<file path="src/rtl/bullet_engine.sv">
// bullet_engine: single enemy bullet for the dodge phase
// Spawns from a random edge, flies in a straight line, exits or hits the heart.
module bullet_engine #(
    parameter int          AREA_MAX       = 200,
    parameter int          SPEED          = 2,
    parameter int          RESPAWN_FRAMES = 30,
    parameter int          HEART_R        = 8,
    parameter int          SMALL_R        = 8,
    parameter int          BLUE_R         = 50,
    parameter logic [15:0] LFSR_SEED      = 16'hACE1
) (
    input  logic        clk,
    input  logic        reset,
    input  logic        frame_tick,
    input  logic        enable,
    input  logic [15:0] playerPos,
    output logic [15:0] bulletPos,
    output logic [1:0]  bulletColor,
    output logic        isRender,
    output logic        hit,
    output logic [1:0]  hitColor
);
    typedef enum logic [2:0] {S_IDLE, S_WAIT, S_SPAWN, S_FLY, S_CHECK} state_t;
    localparam int CW = $clog2(RESPAWN_FRAMES + 1);
    localparam logic [CW-1:0] RELOAD = CW'(RESPAWN_FRAMES);

    state_t        state;
    logic [15:0]   lfsr;
    logic [CW-1:0] counter;
    logic          hit_done;
    logic [1:0]    dir;
    logic [7:0]    bx, by, px, py, coord, step, lane, edge_pos;
    logic [8:0]    dx, dy, reach;
    logic          fwd, leaves, collide;

    assign {bx, by} = bulletPos;
    assign {px, py} = playerPos;
    // dir[1] selects the y axis, dir[0] selects the negative direction
    assign fwd      = ~dir[0];
    assign coord    = dir[1] ? by : bx;
    assign leaves   = fwd ? (({1'b0, coord} + 9'(SPEED)) > 9'(AREA_MAX)) : (coord < 8'(SPEED));
    assign step     = fwd ? coord + 8'(SPEED) : coord - 8'(SPEED);
    assign lane     = {1'b0, lfsr[9:3]} + 8'd36;
    assign edge_pos = lfsr[0] ? 8'(AREA_MAX) : 8'd0;
    assign dx       = bx >= px ? {1'b0, bx - px} : {1'b0, px - bx};
    assign dy       = by >= py ? {1'b0, by - py} : {1'b0, py - by};
    assign reach    = bulletColor == 2'd2 ? 9'(HEART_R + BLUE_R) : 9'(HEART_R + SMALL_R);
    assign collide  = dx <= reach && dy <= reach && !hit_done && isRender;

    always_ff @(posedge clk or posedge reset) begin
        if (reset) begin
            state       <= S_IDLE;
            lfsr        <= LFSR_SEED;
            counter     <= '0;
            hit_done    <= 1'b0;
            dir         <= 2'd0;
            bulletPos   <= 16'd0;
            bulletColor <= 2'd0;
            isRender    <= 1'b0;
            hit         <= 1'b0;
            hitColor    <= 2'd0;
        end else begin
            lfsr <= {1'b0, lfsr[15:1]} ^ (lfsr[0] ? 16'hB400 : 16'h0000);
            hit  <= 1'b0;
            if (!enable) begin
                state    <= S_IDLE;
                isRender <= 1'b0;
            end else begin
                case (state)
                    S_IDLE: begin
                        state   <= S_WAIT;
                        counter <= RELOAD;
                    end
                    S_WAIT: if (frame_tick) begin
                        if (counter == '0) state <= S_SPAWN;
                        else counter <= counter - 1'b1;
                    end
                    S_SPAWN: begin
                        bulletPos   <= lfsr[1] ? {lane, edge_pos} : {edge_pos, lane};
                        dir         <= lfsr[1:0];
                        bulletColor <= lfsr[12:10] == 3'd7 ? 2'd2 : lfsr[12:10] >= 3'd5 ? 2'd1 : 2'd0;
                        hit_done    <= 1'b0;
                        isRender    <= 1'b1;
                        state       <= S_FLY;
                    end
                    S_FLY: if (frame_tick) begin
                        if (leaves) begin
                            isRender <= 1'b0;
                            counter  <= RELOAD;
                            state    <= S_WAIT;
                        end else begin
                            if (dir[1]) bulletPos[7:0] <= step;
                            else bulletPos[15:8] <= step;
                            state <= S_CHECK;
                        end
                    end
                    S_CHECK: begin
                        state <= S_FLY;
                        if (collide) begin
                            hit      <= 1'b1;
                            hitColor <= bulletColor;
                            // blue passes through the heart; small bullets are consumed
                            if (bulletColor == 2'd2) hit_done <= 1'b1;
                            else begin
                                isRender <= 1'b0;
                                counter  <= RELOAD;
                                state    <= S_WAIT;
                            end
                        end
                    end
                    default: state <= S_IDLE;
                endcase
            end
        end
    end
endmodule

</file>
<file path="config.mk">
export PLATFORM = sky130hd
export DESIGN_NAME = bullet_engine
export DESIGN_NICKNAME = d
export VERILOG_FILES = /design/src/rtl/bullet_engine.sv
export SDC_FILE = /design/constraint.sdc
export NUM_CORES = 1
export LEC_CHECK = 0
export CAP_MARGIN = 15
export CORE_AREA = 2 2 85 87
export CTS_BUF_LIST = sky130_fd_sc_hd__clkbuf_8
export DETAILED_ROUTE_END_ITERATION = 10
export DIE_AREA = 0 0 87 89
export PLACE_DENSITY = 0.86
export SLEW_MARGIN = 30
export SYNTH_ARGS = -nofsm -noshare
export SYNTH_HDL_FRONTEND = slang
export SYNTH_SLANG_ARGS = --single-unit
</file>
<file path="constraint.sdc">
create_clock -name clk -period 11.65 [get_ports clk]
set_clock_uncertainty 0.1 [all_clocks]
set_input_delay 1.7475 -clock clk [delete_from_list [all_inputs] [get_ports clk]]
set_output_delay 1.7475 -clock clk [all_outputs]
set_load 0.03 [all_outputs]
</file>
Yosys cells after proc, flatten, opt, wreduce, memory -nomap -nowiden

Index checks and enable logic that the tools add are counted.

Output and inout port bits: 22
Flip-flop bits (word level): 49

Reductions and logical operators: 17
Equal/unequal tests: 23
Mux-type cells: 43
Magnitude comparators: 7
Bitwise operators: 1
Add/subtract/negate cells: 9

Operators by type and width:

| kind                  | number |
|---|---|
| $mux W16              | 4 |
| $mux W8               | 7 |
| $pmux W16 S2          | 1 |
| $sub A8 B8 Y8         | 4 |
| $mux W5               | 6 |
| $ne A2 B2 Y1 const B  | 10 |
| $pmux W5 S4           | 1 |
| $ne A3 B3 Y1 const B  | 6 |
| $ge A8 B8 Y1          | 2 |
| $le A8 B6 Y1          | 2 |
| $xor A15 B16 Y16      | 1 |
| $mux W3               | 5 |
| $pmux W3 S5           | 1 |
| $reduce_and A5 Y1     | 3 |
| $mux W1               | 12 |
| $add A8 B2 Y9 const B | 1 |
| $gt A9 B8 Y1 const B  | 1 |
| $add A7 B6 Y8 const B | 1 |
| $add A8 B2 Y8 const B | 1 |
| $lt A8 B2 Y1 const B  | 1 |
| $reduce_and A8 Y1     | 1 |
| $sub A8 B2 Y8 const B | 1 |
| $eq A3 B2 Y1 const B  | 2 |
| $eq A3 B3 Y1 const B  | 2 |
| other kinds (18)      | 24 |

Depth between registers and ports, before layout

Word-level depth: 9
Gate-level depth with buffers: 22

Least setup slack after synthesis

OpenSTA, ideal clock, no wires.

Kind: input-to-reg
Start: input playerPos[0]
End: register hitColor[0]
Arrival: 5.250 ns
Path slack: 6.175 ns
Cell stages on the path: 19
Library setup time: 0.125 ns
Path buffers: 0
Path through: ha_1 -> inv_1 -> fa_1 -> nand3_1 -> a31oi_1 -> nor3_2 -> a21o_1 -> o22ai_1 -> a21oi_1 -> xnor2_1 -> ha_1 -> and4_2 -> o32ai_1 -> o211ai_1 -> a21boi_0 -> or3_1 -> and4b_4 -> nand3_4 -> mux2_4

Longest elaborated chain between the ends: 7

Ends and longest elaborated chain:

| item                                                 | line | RTL |
|---|---|---|
| start: declaration                                   | 16   | `input logic [15:0] playerPos,` |
| $sub A8 B8 Y8 / $ge A8 B8 Y1 (equally long branches) | 46   | `assign dy = by >= py ? {1'b0, by - py} : {1'b0, py - by};` |
| $mux W8 *                                            | 46   |  |
| $le A8 B6 Y1 *                                       | 48   | `assign collide = dx <= reach && dy <= reach && !hit_done && isRender;` |
| $logic_and A1 B1 Y1 * (3 in series)                  | 48   |  |
| $reduce_and A3 Y1 (no line) *                        | -    |  |
| end signal: assignment                               | 101  | `hitColor <= bulletColor;` |
| end: declaration                                     | 21   | `output logic [1:0] hitColor` |

Mark *: on every way between the ends. The rest lies on a longest branch, timed or not.
A chain may end at the register's enable or synchronous reset.

Final worst setup path

Start: input playerPos[9]
End: register hitColor[0]

Longest elaborated chain between the ends: 7

Ends and longest elaborated chain:

| item                                                 | line | RTL |
|---|---|---|
| $sub A8 B8 Y8 / $ge A8 B8 Y1 (equally long branches) | 45   | `assign dx = bx >= px ? {1'b0, bx - px} : {1'b0, px - bx};` |
| $mux W8 *                                            | 45   |  |
| $le A8 B6 Y1 *                                       | 48   |  |
| $logic_and A1 B1 Y1 * (3 in series)                  | 48   |  |
| $reduce_and A3 Y1 (no line) *                        | -    |  |

Marks and branches as above.

==> impl_summary.log <==
[metrics] die area: 0.007743 mm2
[metrics] most used cells in the layout excluding fill and tap cells: inv_1 (51), ha_1 (41), dfrtp_1 (41), clkdlybuf4s50_1 (41), a21oi_1 (39)
[metrics] multiplexer share of the synthesized area: 7.785%
[metrics] part of the power in combinational logic: 44.8%
[metrics] antenna violations before repair: 0
[metrics] slowest cell on the critical path: a211oi_2
[metrics] most used flip-flop cell after synthesis: dfrtp_1
[metrics] clk slew on worst S/H paths: 90 ps
[metrics] internal cell power: 351.5 uW
[metrics] final weighted congestion of routability-driven global placement: 0.9289
[metrics] proportion of register bits with asynchronous set or reset after synthesis: 100.0%
[metrics] number of placed I/O pins: 42
[metrics] total power divided by cell area: 121.5 mW/mm2
[metrics] post-synthesis sequential element count: 49
[metrics] number of cells produced by synthesis: 501
[metrics] Post-Synth Simple-Gate Area: 17.06%
[metrics] buffer count from post-CTS setup fixing: 0
[metrics] net count after synthesis: 566
[metrics] average routed wire per standard cell: 16.88 um
[metrics] Initial Utilization: 64.82%
[metrics] number of max-capacitance violations reported: 0
[metrics] maximum number of pins on one net before global-route repair: 50
[metrics] post-synthesis share of cell area spent on xor and xnor gates: 4.223%
[metrics] delay of the slowest cell on the worst path: 700 ps
[metrics] buffers from clock root to sink, at most: 2
[metrics] hpwl dp: 7886 um
[metrics] highest clock frequency the design can meet: 160.1 MHz
[metrics] worst path required time: 11760 ps
[metrics] Sw Pwr: 237.9 uW
[metrics] area growth from synthesis to layout: 11.38%
[metrics] maximum fanout along the worst path: 11
[metrics] Hold Vio Cnt, Final: 0
[metrics] GRT Residual Overflow: 0
[metrics] crit end category: flop
[metrics] adder and majority cell fraction of the synthesized area: 13.62%
[metrics] worst path cell trace: clkdlybuf4s50_1 > inv_1 > fa_1 > nand3_1 > a31oi_1 > a211oi_2 > nand3_1 > o21ai_0 > o21ai_0 > a221oi_1 > xnor2_1 > ha_1 > nand2b_1 > a21oi_1 > o21ai_0 > nand3_1 > nand4_1 > and4b_4 > nand3_4 > mux2_4
[metrics] clock tree from TritonCTS: yes
[metrics] number of library cell types mapped by synthesis: 65
[metrics] post-route ant nets: 0
[metrics] post-route minimum period: 6246 ps
[metrics] height of the chip: 89 um
[metrics] fraction of layout instances using a drive strength above 1: 9.434%
[metrics] Critical path buffers and inverters: 2
[metrics] total negative slack for setup checks: 0 ps
[metrics] transition time at the pin with the least slew margin: 813.7 ps
[metrics] number of buffer cells added on primary ports: 41
[metrics] remaining design rule violation count: 0
[metrics] count of TritonRoute iterations in the first routing pass: 4
[metrics] worst path arrival time: 6360 ps
[metrics] worst skew pair latency: 320 ps
[metrics] share of the clock period used by the worst path after layout: 53.62%
[metrics] Num Clock Sinks: 49
[metrics] standard cell core area: 0.006719 mm2
[metrics] GRT Total Usage: 27.82%
[metrics] kind of critical path: primary input to flop
[metrics] number of instances resized during post-cts repair: 0
[metrics] die width: 87 um
[metrics] EDFF count, synth: 0
[metrics] total wire length after detailed routing: 10300 um
[metrics] vias per cell: 6.333
[metrics] unrepaired setup endpoints after global routing: no
[metrics] TritonCTS Buffers: 5
[metrics] overall power consumption: 589.4 uW
[metrics] fraction of power spent switching nets: 40.37%
[metrics] Setup-failing EPs final: 0
[metrics] wire length of the first global-routing pass: 17110 um
[metrics] kind of path behind the tightest hold check: flop to flop
[metrics] vias after detailed routing: 3863
[metrics] Hold-fix buffers, CTS: 0
[metrics] Worst IR Drop VDD: 0.09402 mV
[metrics] sequential-to-total area share from yosys stat: 28.38%
[metrics] number of synthesis warnings: 0
[metrics] H-tree depth: 2
[metrics] worst rel slew slack: 45.66%
[metrics] sequential share of power: 36.2%
[metrics] compound-gate portion of the synthesized area: 21.60%
[metrics] Inserted Diodes: 0
[metrics] number of slew-limit violations in the final report: 0
[metrics] clock network fraction of design power: 18.9%
[metrics] number of global-route vias before repair: 3700
[metrics] number of rows in the core area: 30
[metrics] synthesized cell area: 0.004355 mm2
[metrics] root buffer cell: clkbuf_8
[metrics] most common cell after layout, fill and taps aside: inv_1
[metrics] Static Leakage: 0.002254 uW
[metrics] Initial DRC Count: 209
[metrics] Post-layout nets: 594
[metrics] combinational family with the most area after synthesis: compound AO/OA/AOI/OAI gates
[metrics] Worst path top cell family by delay: compound AO/OA/AOI/OAI gates
[metrics] result of the run: finished clean
[metrics] Avg Cell Area, Syn: 8.693 um2
[metrics] startpoint kind of the worst setup timing path: primary input
[cell usage after synthesis (3+ instances only)]
cell / instances / share of area [%]
o211ai_1: 7 / 1.2
o21bai_1: 3 / 0.52
xor2_1: 7 / 1.4
nor2b_1: 6 / 0.86
nand3_1: 18 / 2.1
clkbuf_1: 10 / 0.86
a21o_1: 14 / 2.4
nor3_1: 4 / 0.46
dfstp_2: 8 / 4.8
nand2b_1: 6 / 0.86
xnor2_1: 14 / 2.8
a21oi_1: 39 / 4.5
buf_6: 5 / 1.3
o22ai_1: 4 / 0.57
ha_1: 41 / 12
a221oi_1: 4 / 0.80
and3_1: 3 / 0.43
mux2i_1: 17 / 3.9
a311oi_1: 3 / 0.60
buf_2: 6 / 0.69
a2bb2oi_1: 3 / 0.60
a21boi_0: 4 / 0.69
inv_1: 52 / 4.5
nand2_1: 33 / 2.8
a31oi_1: 6 / 0.86
nor2_1: 31 / 2.7
mux2_2: 11 / 2.8
mux2_4: 3 / 1.0
o21ai_0: 25 / 2.9
nand3b_1: 5 / 0.86
nand4_1: 11 / 1.6
nor4_1: 3 / 0.43
and2_1: 4 / 0.57
o21a_1: 5 / 0.86
dfrtp_1: 41 / 24
fa_1: 4 / 1.8
[sequential cells by signal, indices dropped and copies added, names as in the netlist]
signal / flops
isRender: 1
hitColor: 2
state: 3
hit: 1
counter: 5
bulletColor: 2
bulletPos: 16
lfsr: 16
dir: 2
hit_done: 1
[area by class of cell]
class | count | area, um2
flip-flops and latches | 49 | 1236
multi-input cells | 379 | 2800
clock buffers | 6 | 82.58
repair buffers | 42 | 417.9
clock inverters | 2 | 17.52
well taps | 80 | 100.1
inverters | 52 | 196.4
fillers | 502 | 1868
[per-stage QoR]
stage          hold WS [ps]  utilization, %  std cells  instance area (um2)  setup slack (ps)
2_1_floorplan         231.2               -        501                 4355              6175
6_report              264.8           72.20        610                 4851              5404
3_5_place_dp          253.6           70.69        602                 4750              5100
3_3_place_gp          231.3           70.69        602                 4750              5185
4_1_cts               269.4           72.18        610                 4850              5416
5_1_grt               270.9           72.20        610                 4851              4949
[worst reg2reg max path, stage by stage (launching register included)]
cell and delay [ps]:
dfrtp_1 450, inv_1 130, ha_1 180, inv_1 60
fa_1 400, nand3_1 140, a31oi_1 120, a211oi_2 710
nand3_1 130, o21ai_0 160, o21ai_0 110, a221oi_1 290
xnor2_1 110, ha_1 300, nand2b_1 80, a21oi_1 120
o21ai_0 120, nand3_1 140, nand4_1 110, and4b_4 410
nand3_4 110, mux2_4 330
[cell families after synthesis]
kind of cell	count (synthesis)
multiplexers	31
adder cells (fa/ha/maj)	45
AO/OA/AOI/OAI	143
AND/OR/NAND/NOR	139
flip-flops	49
XOR/XNOR	21
buffers and inverters	73
[metal layers]
layer,GRT usage (%),vias to the layer above,wire (um)
met3,2.678,25,608
met1,37.68,1850,4637
met4,11.51,0,244
met5,0,-,0
met2,46.01,141,4804
li1,-,1847,-
[worst paths after layout]
kind / from / to / slack (ps) / depth (start not counted)
min: lfsr[2]$_DFF_PP0_ / lfsr[1]$_DFF_PP0_ / 260 / 0
min in group asynchronous: reset / counter[0]$_DFFE_PP0P_ / 1760 / 2
max reg2reg: bulletPos[8]$_DFFE_PP0P_ / hitColor[0]$_DFFE_PP0P_ / 6740 / 21
max in group asynchronous: reset / bulletPos[11]$_DFFE_PP0P_ / 9190 / 2
max: playerPos[9] / hitColor[0]$_DFFE_PP0P_ / 5400 / 20
min reg2reg: lfsr[2]$_DFF_PP0_ / lfsr[1]$_DFF_PP0_ / 260 / 0
[power by group through the flow]
stage / combinational (uW) / clock, uW / sequential (uW)
2_1_floorplan: 177 / 0 / 225
6_report: 264 / 112 / 214
5_1_grt: 292 / 119 / 216
3_5_place_dp: 261 / 0 / 216
4_1_cts: 262 / 112 / 213
3_3_place_gp: 252 / 0 / 215
(Power assumes the default switching activity.)
